$ cat config.mk
export PLATFORM = sky130hd
export DESIGN_NAME = bfusion1d_mac_seq
export DESIGN_NICKNAME = d
export VERILOG_FILES = /design/src/rtl/bfusion1d_mac_seq.sv
export SDC_FILE = /design/constraint.sdc
export NUM_CORES = 1
export LEC_CHECK = 0
export BUFFER_PORTS_ARGS = -buffer_cell sky130_fd_sc_hd__buf_2
export CORE_MARGIN = 8
export CORE_UTILIZATION = 41
export DETAILED_ROUTE_END_ITERATION = 10
export PLACE_DENSITY_LB_ADDON = 0.25
export SLEW_MARGIN = 30
export SYNTH_ARGS = -nofsm -noshare
export SYNTH_HDL_FRONTEND = slang
export SYNTH_SLANG_ARGS = --single-unit
$ cat constraint.sdc
create_clock -name clk -period 1.6 [get_ports clk]
set_input_delay 0.32 -clock clk [delete_from_list [all_inputs] [get_ports clk]]
set_output_delay 0.32 -clock clk [all_outputs]
set_load 0.02 [all_outputs]
$ cat src/rtl/bfusion1d_mac_seq.sv
// Job sequencer for one 1D BitFusion MAC: streams a job's operands into the MAC and returns its dot product.
// Latency: result valid 4 cycles after the last operand is accepted; op_ready only in RUN, cfg_ready only in IDLE.
// Backpressure: res_z is held until res_ready; BFSEQ_SAT_EN adds clamping and the res_sat flag.
module bfusion1d_mac_seq #(
  parameter int HEADROOM = 4,
  parameter int LEN_W    = 8
) (
  input  logic                   clk,
  input  logic                   rst,
  input  logic                   cfg_valid,
  output logic                   cfg_ready,
  input  logic                   cfg_mode,
  input  logic [LEN_W-1:0]       cfg_len,
  input  logic                   op_valid,
  output logic                   op_ready,
  input  logic [15:0]            op_a,
  input  logic [7:0]             op_w,
  output logic                   res_valid,
  input  logic                   res_ready,
  output logic [16+HEADROOM-1:0] res_z,
`ifdef BFSEQ_SAT_EN
  output logic                   res_sat,
`endif
  output logic                   mac_rst,
  output logic                   mac_accu_rst,
  output logic [15:0]            mac_a,
  output logic [7:0]             mac_w,
  output logic                   mac_mode,
  input  logic [16+HEADROOM-1:0] mac_z
);

  localparam int ZW = 16 + HEADROOM;
  localparam int MW = 13 + HEADROOM;

  typedef enum logic [2:0] {S_HOLD, S_IDLE, S_RUN, S_DRAIN, S_RESP} state_t;

  state_t                r_state, w_next;
  logic                  r_hold;
  logic [1:0]            r_drn;
  logic [LEN_W-1:0]      r_cnt, r_len;
  logic                  r_mode;
  logic [ZW-1:0]         r_res;
  logic                  w_last;
  logic signed [ZW-1:0]  w_full, w_res;

  assign w_last   = (r_cnt == r_len);
  assign mac_rst  = rst;
  assign mac_mode = r_mode;
  assign res_z    = r_res;

  // Mode 1 leaves the MAC's upper accumulator bits stale, so only the low part is trusted.
  assign w_full = r_mode ? {{(ZW-MW){mac_z[MW-1]}}, mac_z[MW-1:0]} : mac_z;

`ifdef BFSEQ_SAT_EN
  logic signed [ZW-1:0] w_lo, w_hi;
  logic                 w_sat, r_sat;
  assign res_sat = r_sat;
  always_comb begin
    w_lo  = r_mode ? ZW'(-4096) : ZW'(-32768);
    w_hi  = r_mode ? ZW'(4095)  : ZW'(32767);
    w_res = w_full;
    w_sat = 1'b0;
    if (w_full < w_lo) begin
      w_res = w_lo;
      w_sat = 1'b1;
    end else if (w_full > w_hi) begin
      w_res = w_hi;
      w_sat = 1'b1;
    end
  end
`else
  assign w_res = w_full;
`endif

  always_comb begin
    w_next       = r_state;
    cfg_ready    = 1'b0;
    op_ready     = 1'b0;
    res_valid    = 1'b0;
    mac_accu_rst = 1'b0;
    mac_a        = '0;
    mac_w        = '0;
    case (r_state)
      S_HOLD:  if (r_hold) w_next = S_IDLE;
      S_IDLE: begin
        cfg_ready = 1'b1;
        if (cfg_valid) w_next = S_RUN;
      end
      S_RUN: begin
        op_ready = 1'b1;
        if (op_valid) begin
          mac_a        = op_a;
          mac_w        = op_w;
          mac_accu_rst = (r_cnt == '0);
          if (w_last) w_next = S_DRAIN;
        end
      end
      S_DRAIN: if (r_drn == 2'd2) w_next = S_RESP;
      S_RESP: begin
        res_valid = 1'b1;
        if (res_ready) w_next = S_IDLE;
      end
      default: w_next = S_HOLD;
    endcase
    // Never hand out a handshake or drive the MAC during a reset cycle.
    if (rst) begin
      cfg_ready    = 1'b0;
      op_ready     = 1'b0;
      mac_accu_rst = 1'b0;
      mac_a        = '0;
      mac_w        = '0;
    end
  end

  always_ff @(posedge clk) begin
    if (rst) begin
      r_state <= S_HOLD;
      r_hold  <= 1'b0;
      r_drn   <= '0;
      r_cnt   <= '0;
      r_len   <= '0;
      r_mode  <= 1'b0;
      r_res   <= '0;
`ifdef BFSEQ_SAT_EN
      r_sat   <= 1'b0;
`endif
    end else begin
      r_state <= w_next;
      case (r_state)
        S_HOLD: r_hold <= 1'b1;
        S_IDLE: if (cfg_valid) begin
          r_mode <= cfg_mode;
          r_len  <= cfg_len;
          r_cnt  <= '0;
        end
        S_RUN: if (op_valid) begin
          r_cnt <= r_cnt + 1'b1;
          r_drn <= '0;
        end
        S_DRAIN: begin
          r_drn <= r_drn + 1'b1;
          if (r_drn == 2'd2) begin
            r_res <= w_res;
`ifdef BFSEQ_SAT_EN
            r_sat <= w_sat;
`endif
          end
        end
        default: ;
      endcase
    end
  end

endmodule

* After elaboration in Yosys (flattened, before gate mapping)
Index checks and enable logic that the tools add are counted.
** Storage, ports and cells
- Register bits :: 43
- Input port bits :: 58
- Output and inout port bits :: 50
** Cells by class
- Equality and inequality tests :: 12
- Add/sub/neg operators :: 2
- Reduce and logical (&&, ||, !) cells :: 9
- Multiplexer cells :: 27
** Operator list (count)
- 16-bit 2-to-1 mux :: 3
- 8-bit 2-to-1 mux :: 5
- 20-bit 2-to-1 mux :: 1
- 3-bit 2-to-1 mux :: 6
- 8-bit case mux with 2 select lines :: 1
- 3-bit case mux with 5 select lines :: 1
- 2-bit inequality test (second input constant) :: 6
- 8-bit by 1-bit adder with 8-bit output (second input constant) :: 1
- 8-bit equality test :: 1
- 8-bit logical NOT :: 1
- 1-bit 2-to-1 mux :: 8
- 3-bit by 2-bit equality test with 1-bit output (second input constant) :: 2
- 2-bit AND reduction :: 3
- 6-bit AND reduction :: 1
- 2-bit case mux with 2 select lines :: 1
- 2-bit nonzero test :: 2
- 3-bit by 1-bit equality test with 1-bit output (second input constant) :: 1
- 3-bit equality test (second input constant) :: 1
- 3-bit logical NOT :: 1
- 3-bit AND reduction :: 1
- 2-bit by 1-bit adder with 2-bit output (second input constant) :: 1
- 2-bit equality test (second input constant) :: 1
- 2-bit 2-to-1 mux :: 1

* Longest topological paths before layout
- Depth after elaboration :: 4
- Mapped depth :: 7

* Worst setup path after synthesis
Ideal clock, no wire load.
- Path kind :: reg-to-output
- Start point :: reg r_state[2]
- End point :: out mac_a[10]
- Stages on the path, launching flop included :: 6
- Setup slack :: -0.300 ns
- Data arrival time :: 1.580 ns
- Path through :: dfxtp_1 > clkbuf_1 > nand2b_1 > nor3_2 > clkbuf_1 > and3_1
** On the way
- Word-level cells in the longest chain between the ends :: 3
** RTL lines
- start, declared :: line 37 : state_t r_state, w_next;
- start signal, assigned :: line 128 : r_state <= w_next;
- 3-bit by 2-bit equality test with 1-bit output :: line 83 : case (r_state)
- 16-bit 2-to-1 mux :: line 83
- 16-bit 2-to-1 mux :: line 106 : if (rst) begin
- end, declared :: line 26 : output logic [15:0] mac_a,
No other way between the ends.

* Worst setup path after layout
- Start point :: reg r_state[2]
- End point :: out mac_w[5]
** On the way
- Word-level cells in the longest chain between the ends :: 3
** RTL lines
- 3-bit by 2-bit equality test with 1-bit output :: line 83
- 8-bit 2-to-1 mux :: line 83
- 8-bit 2-to-1 mux :: line 106
- end, declared :: line 27 : output logic [7:0] mac_w,
No other way between the ends.

==> results.sh <==
export IMPL_die_area_um2=7660
export IMPL_ys_warnings_count=0
export IMPL_cp_max_fo=13
export IMPL_root_buffer="clkbuf_8"
export IMPL_finalClockSkew_ns=0.00928
export IMPL_pwr_share_seq_pct=46.3
export IMPL_period_share_pct=111
export IMPL_core_area_um2=5010
export IMPL_crit_family="simple AND/OR/NAND/NOR gates"
export IMPL_slew_headroom_pct=77.5
export IMPL_p_int_mw=1.80
export IMPL_maxSlewViolCount=0
export IMPL_synth_seq_area_share_pct=41.1
export IMPL_drv_cap=0
export IMPL_async_flop_share_pct=0
export IMPL_critPathCaptureType="primary output"
export IMPL_syn_cell_area_um2=2100
export IMPL_power_switching_mw=0.807
export IMPL_critPathBufInv=3
export IMPL_arrival_ns=1.46
export IMPL_regArea_um2=866
export IMPL_combinationalPowerShare_pct=29.4
export IMPL_clk_insertion_delay_late_ns=0.29
export IMPL_powerDensity_nw_per_um2=853
export IMPL_port_buffers=107
export IMPL_hold_buffers=0
export IMPL_multiInputGateArea_um2=1170
export IMPL_detail_route_antenna_nets=0
export IMPL_worst_hold_slack_ns=0.260
export IMPL_crit_chain="nand2b_4 > nor3_4 > buf_4 > buf_12 > and3_2 > buf_4"
export IMPL_fp_dieW_um=87.5
export IMPL_route_detailed_drc=0
export IMPL_initialDrtViolationCount=114
export IMPL_fin_tns_setup_ns=-4.01
export IMPL_cts_inserted_buffers=5
export IMPL_synth_top_flop_cell="dfxtp_1"
export IMPL_syn_num_nets=331
export IMPL_min_path_type="primary input to flip-flop"
export IMPL_p_sw_share_pct=31.0
export IMPL_area_growth_pct=45.7
export IMPL_hold_path_depth=3
export IMPL_grt_usage_pct=16.0
export IMPL_cts_sinks=43
export IMPL_wl_per_cell_um=13.9
export IMPL_setup_viol=26
export IMPL_fillCellCount=496
export IMPL_finalHoldViolations=0
export IMPL_avgViaCountPerCell=5.01
export IMPL_ios=108
export IMPL_diodes=0
export IMPL_fmax_mhz=563
export IMPL_cp_startpoint="r_state[2]"
export IMPL_worstSetupPathType="flip-flop to primary output"
export IMPL_drt_wl_total_um=6320
export IMPL_core_rowCount=26
export IMPL_synth_seq_cells=43
export IMPL_worstPathRequired_ns=1.28
export IMPL_min_period_ns=1.78
export IMPL_worst_slack_ns=-0.176
export IMPL_ir_worst_vdd_mv=0.584
export IMPL_cts_tree="yes"
export IMPL_yosys_top_cells_area="dfxtp_1, nand2_1, a21oi_1"
export IMPL_synth_edf_count=0
export IMPL_power_leakage_nw=1.42
export IMPL_status="finished with violations"
export IMPL_critPathSlowestCell="dfxtp_1"
export IMPL_start_util_pct=41.8
export IMPL_clk_path_buf_depth=2
export IMPL_cpMostUsedCell="buf_4"
export IMPL_timing_rr_end="r_cnt[5]"
export IMPL_rsz0062_at_grt="yes"
export IMPL_first_global_vias=2117
export IMPL_synth_avg_cell_area_um2=7.76
export IMPL_max_stage_delay_ns=0.32
export IMPL_gr_total_overflow=0
export IMPL_die_y_um=87.5
export IMPL_first_pass_iters=4
export IMPL_grt_max_degree=29
export IMPL_netlist_instances=270
export IMPL_hpwl_um=4780
export IMPL_final_nets=445
export IMPL_clkTransAtPathRegs_ns=0.08
export IMPL_start_kind="flip-flop"
export IMPL_grt_pass1_wl_um=10000
export IMPL_antenna_found_initial=0
export IMPL_via_count=2270
export IMPL_ff2ff_path_depth=4
export IMPL_power_frac_clock_pct=24.3
export IMPL_place_congestion=0.843
export IMPL_htreeDepth=2
export IMPL_drive_gt1_share_pct=42.3
export IMPL_r2r_start="r_state[1]"
export IMPL_reg2reg_slack_ns=0.03
export IMPL_critical_path_endpoint="mac_w[5]"
export IMPL_synth_top_area_cell="dfxtp_1"
export IMPL_synth_top_cell_area_share_pct=41.1
export IMPL_crit_cells=6
export IMPL_power_mw=2.60
export IMPL_synth_distinct_cells=38
export IMPL_worst_pin_slew_ns=0.335
export IMPL_violations="setup timing"
==> sequential cells by signal, indices dropped and copies added (netlist names) <==
| register | cells |
|---|---|
| mac_mode | 1 |
| r_cnt | 8 |
| r_drn | 2 |
| r_hold | 1 |
| r_len | 8 |
| r_state | 3 |
| res_z | 20 |
==> per-layer routing <==
layer  vias to the layer above  wire (µm)  track usage [%]
met5                         -          0                0
met4                         0         44             2.81
met3                         5        731             6.23
met2                        95       2890             27.1
met1                      1017       2640             18.7
li1                       1153          -                -
==> cells in the mapped netlist, types with 2 or more instances <==
library cell and count:
nand2_1 58, buf_2 3, or3_1 3, a21oi_1 38, o2111ai_1 2, clkbuf_1 13
buf_4 4, ha_1 3, o21ai_0 4, inv_1 5, nand3b_1 2, dfxtp_1 43
a211oi_1 4, xor2_1 5, o31ai_1 2, mux2i_1 4, nand3_1 8, and3_1 27
nor2_1 14, nor3_1 4, or4_1 2, xnor2_1 4, nand2b_1 3
==> worst register-to-register path: cells and delay by family (launching register included) <==
family	cells	cell delay [ns]
compound gates	2	0.40
simple gates	2	0.73
flops	1	0.37
==> logic make-up after synthesis <==
group / share of synthesized area (%)
buffers and inverters: 6.15
adders and majority gates: 1.79
AOI/OAI and AO/OA: 14.8
DFF: 41.1
xor gates and xnor gates: 3.76
muxes: 1.91
and+or+nand+nor: 30.5
==> repair_timing <==
action / in CTS / in global routing
setup endpoints to repair: 30 / 32
setup buffers: 2 / 1
pin swaps: 1 / 0
cloned: 1 / 0
resized for setup: 33 / 6
==> power groups by stage <==
stage                     sequential (mW)  clock, mW  combinational, mW
after detailed placement             1.22          0              0.684
after CTS                            1.20      0.664              0.735
after global routing                 1.21      0.706              0.844
final                                1.21      0.634              0.765
after floorplan                      1.20          0              0.490
after global placement               1.22          0              0.676
==> worst min path at each step <==
stage	start	endpoint	slack, ns
2_1_floorplan	r_len[0]	r_len[0]	0.45
3_3_place_gp	res_z[12]	res_z[12]	0.44
3_5_place_dp	res_z[7]	res_z[7]	0.44
4_1_cts	mac_z[6]	res_z[6]	0.25
5_1_grt	mac_z[6]	res_z[6]	0.25
6_report	mac_z[1]	res_z[1]	0.26
==> cell usage in the layout (no fill, tap or decap), drive strengths merged, types with 2 or more instances in the layout <==
cell type,n
buf,129
nand2,58
dfxtp,43
a21oi,38
and3,27
nor2,14
nand3,8
inv,5
xor2,5
clkbuf,5
nor3,5
mux2i,4
a211oi,4
xnor2,4
o21ai,4
or3,3
ha,3
nand3b,3
nand2b,3
o2111ai,2
o31ai,2
or4,2
==> layout make-up <==
type,instances,share of cell area [%]
Tap cell,70,2.87
Clock buffer,5,2.25
Multi-Input combinational cell,200,38.3
Clock inverter,1,0.246
Sequential cell,43,28.3
Timing Repair Buffer,129,27.4
Inverter,5,0.615
==> through the flow <==
stage	area (µm²)	setup WS (ns)	util (%)	instances
2_1_floorplan	2150	-0.0136	-	270
3_3_place_gp	2830	0.0466	56.4	443
3_5_place_dp	2830	-0.00738	56.4	443
4_1_cts	3030	-0.175	60.4	452
5_1_grt	3050	-0.268	61.0	453
6_report	3050	-0.176	61.0	453
(Power assumes the default switching activity.)
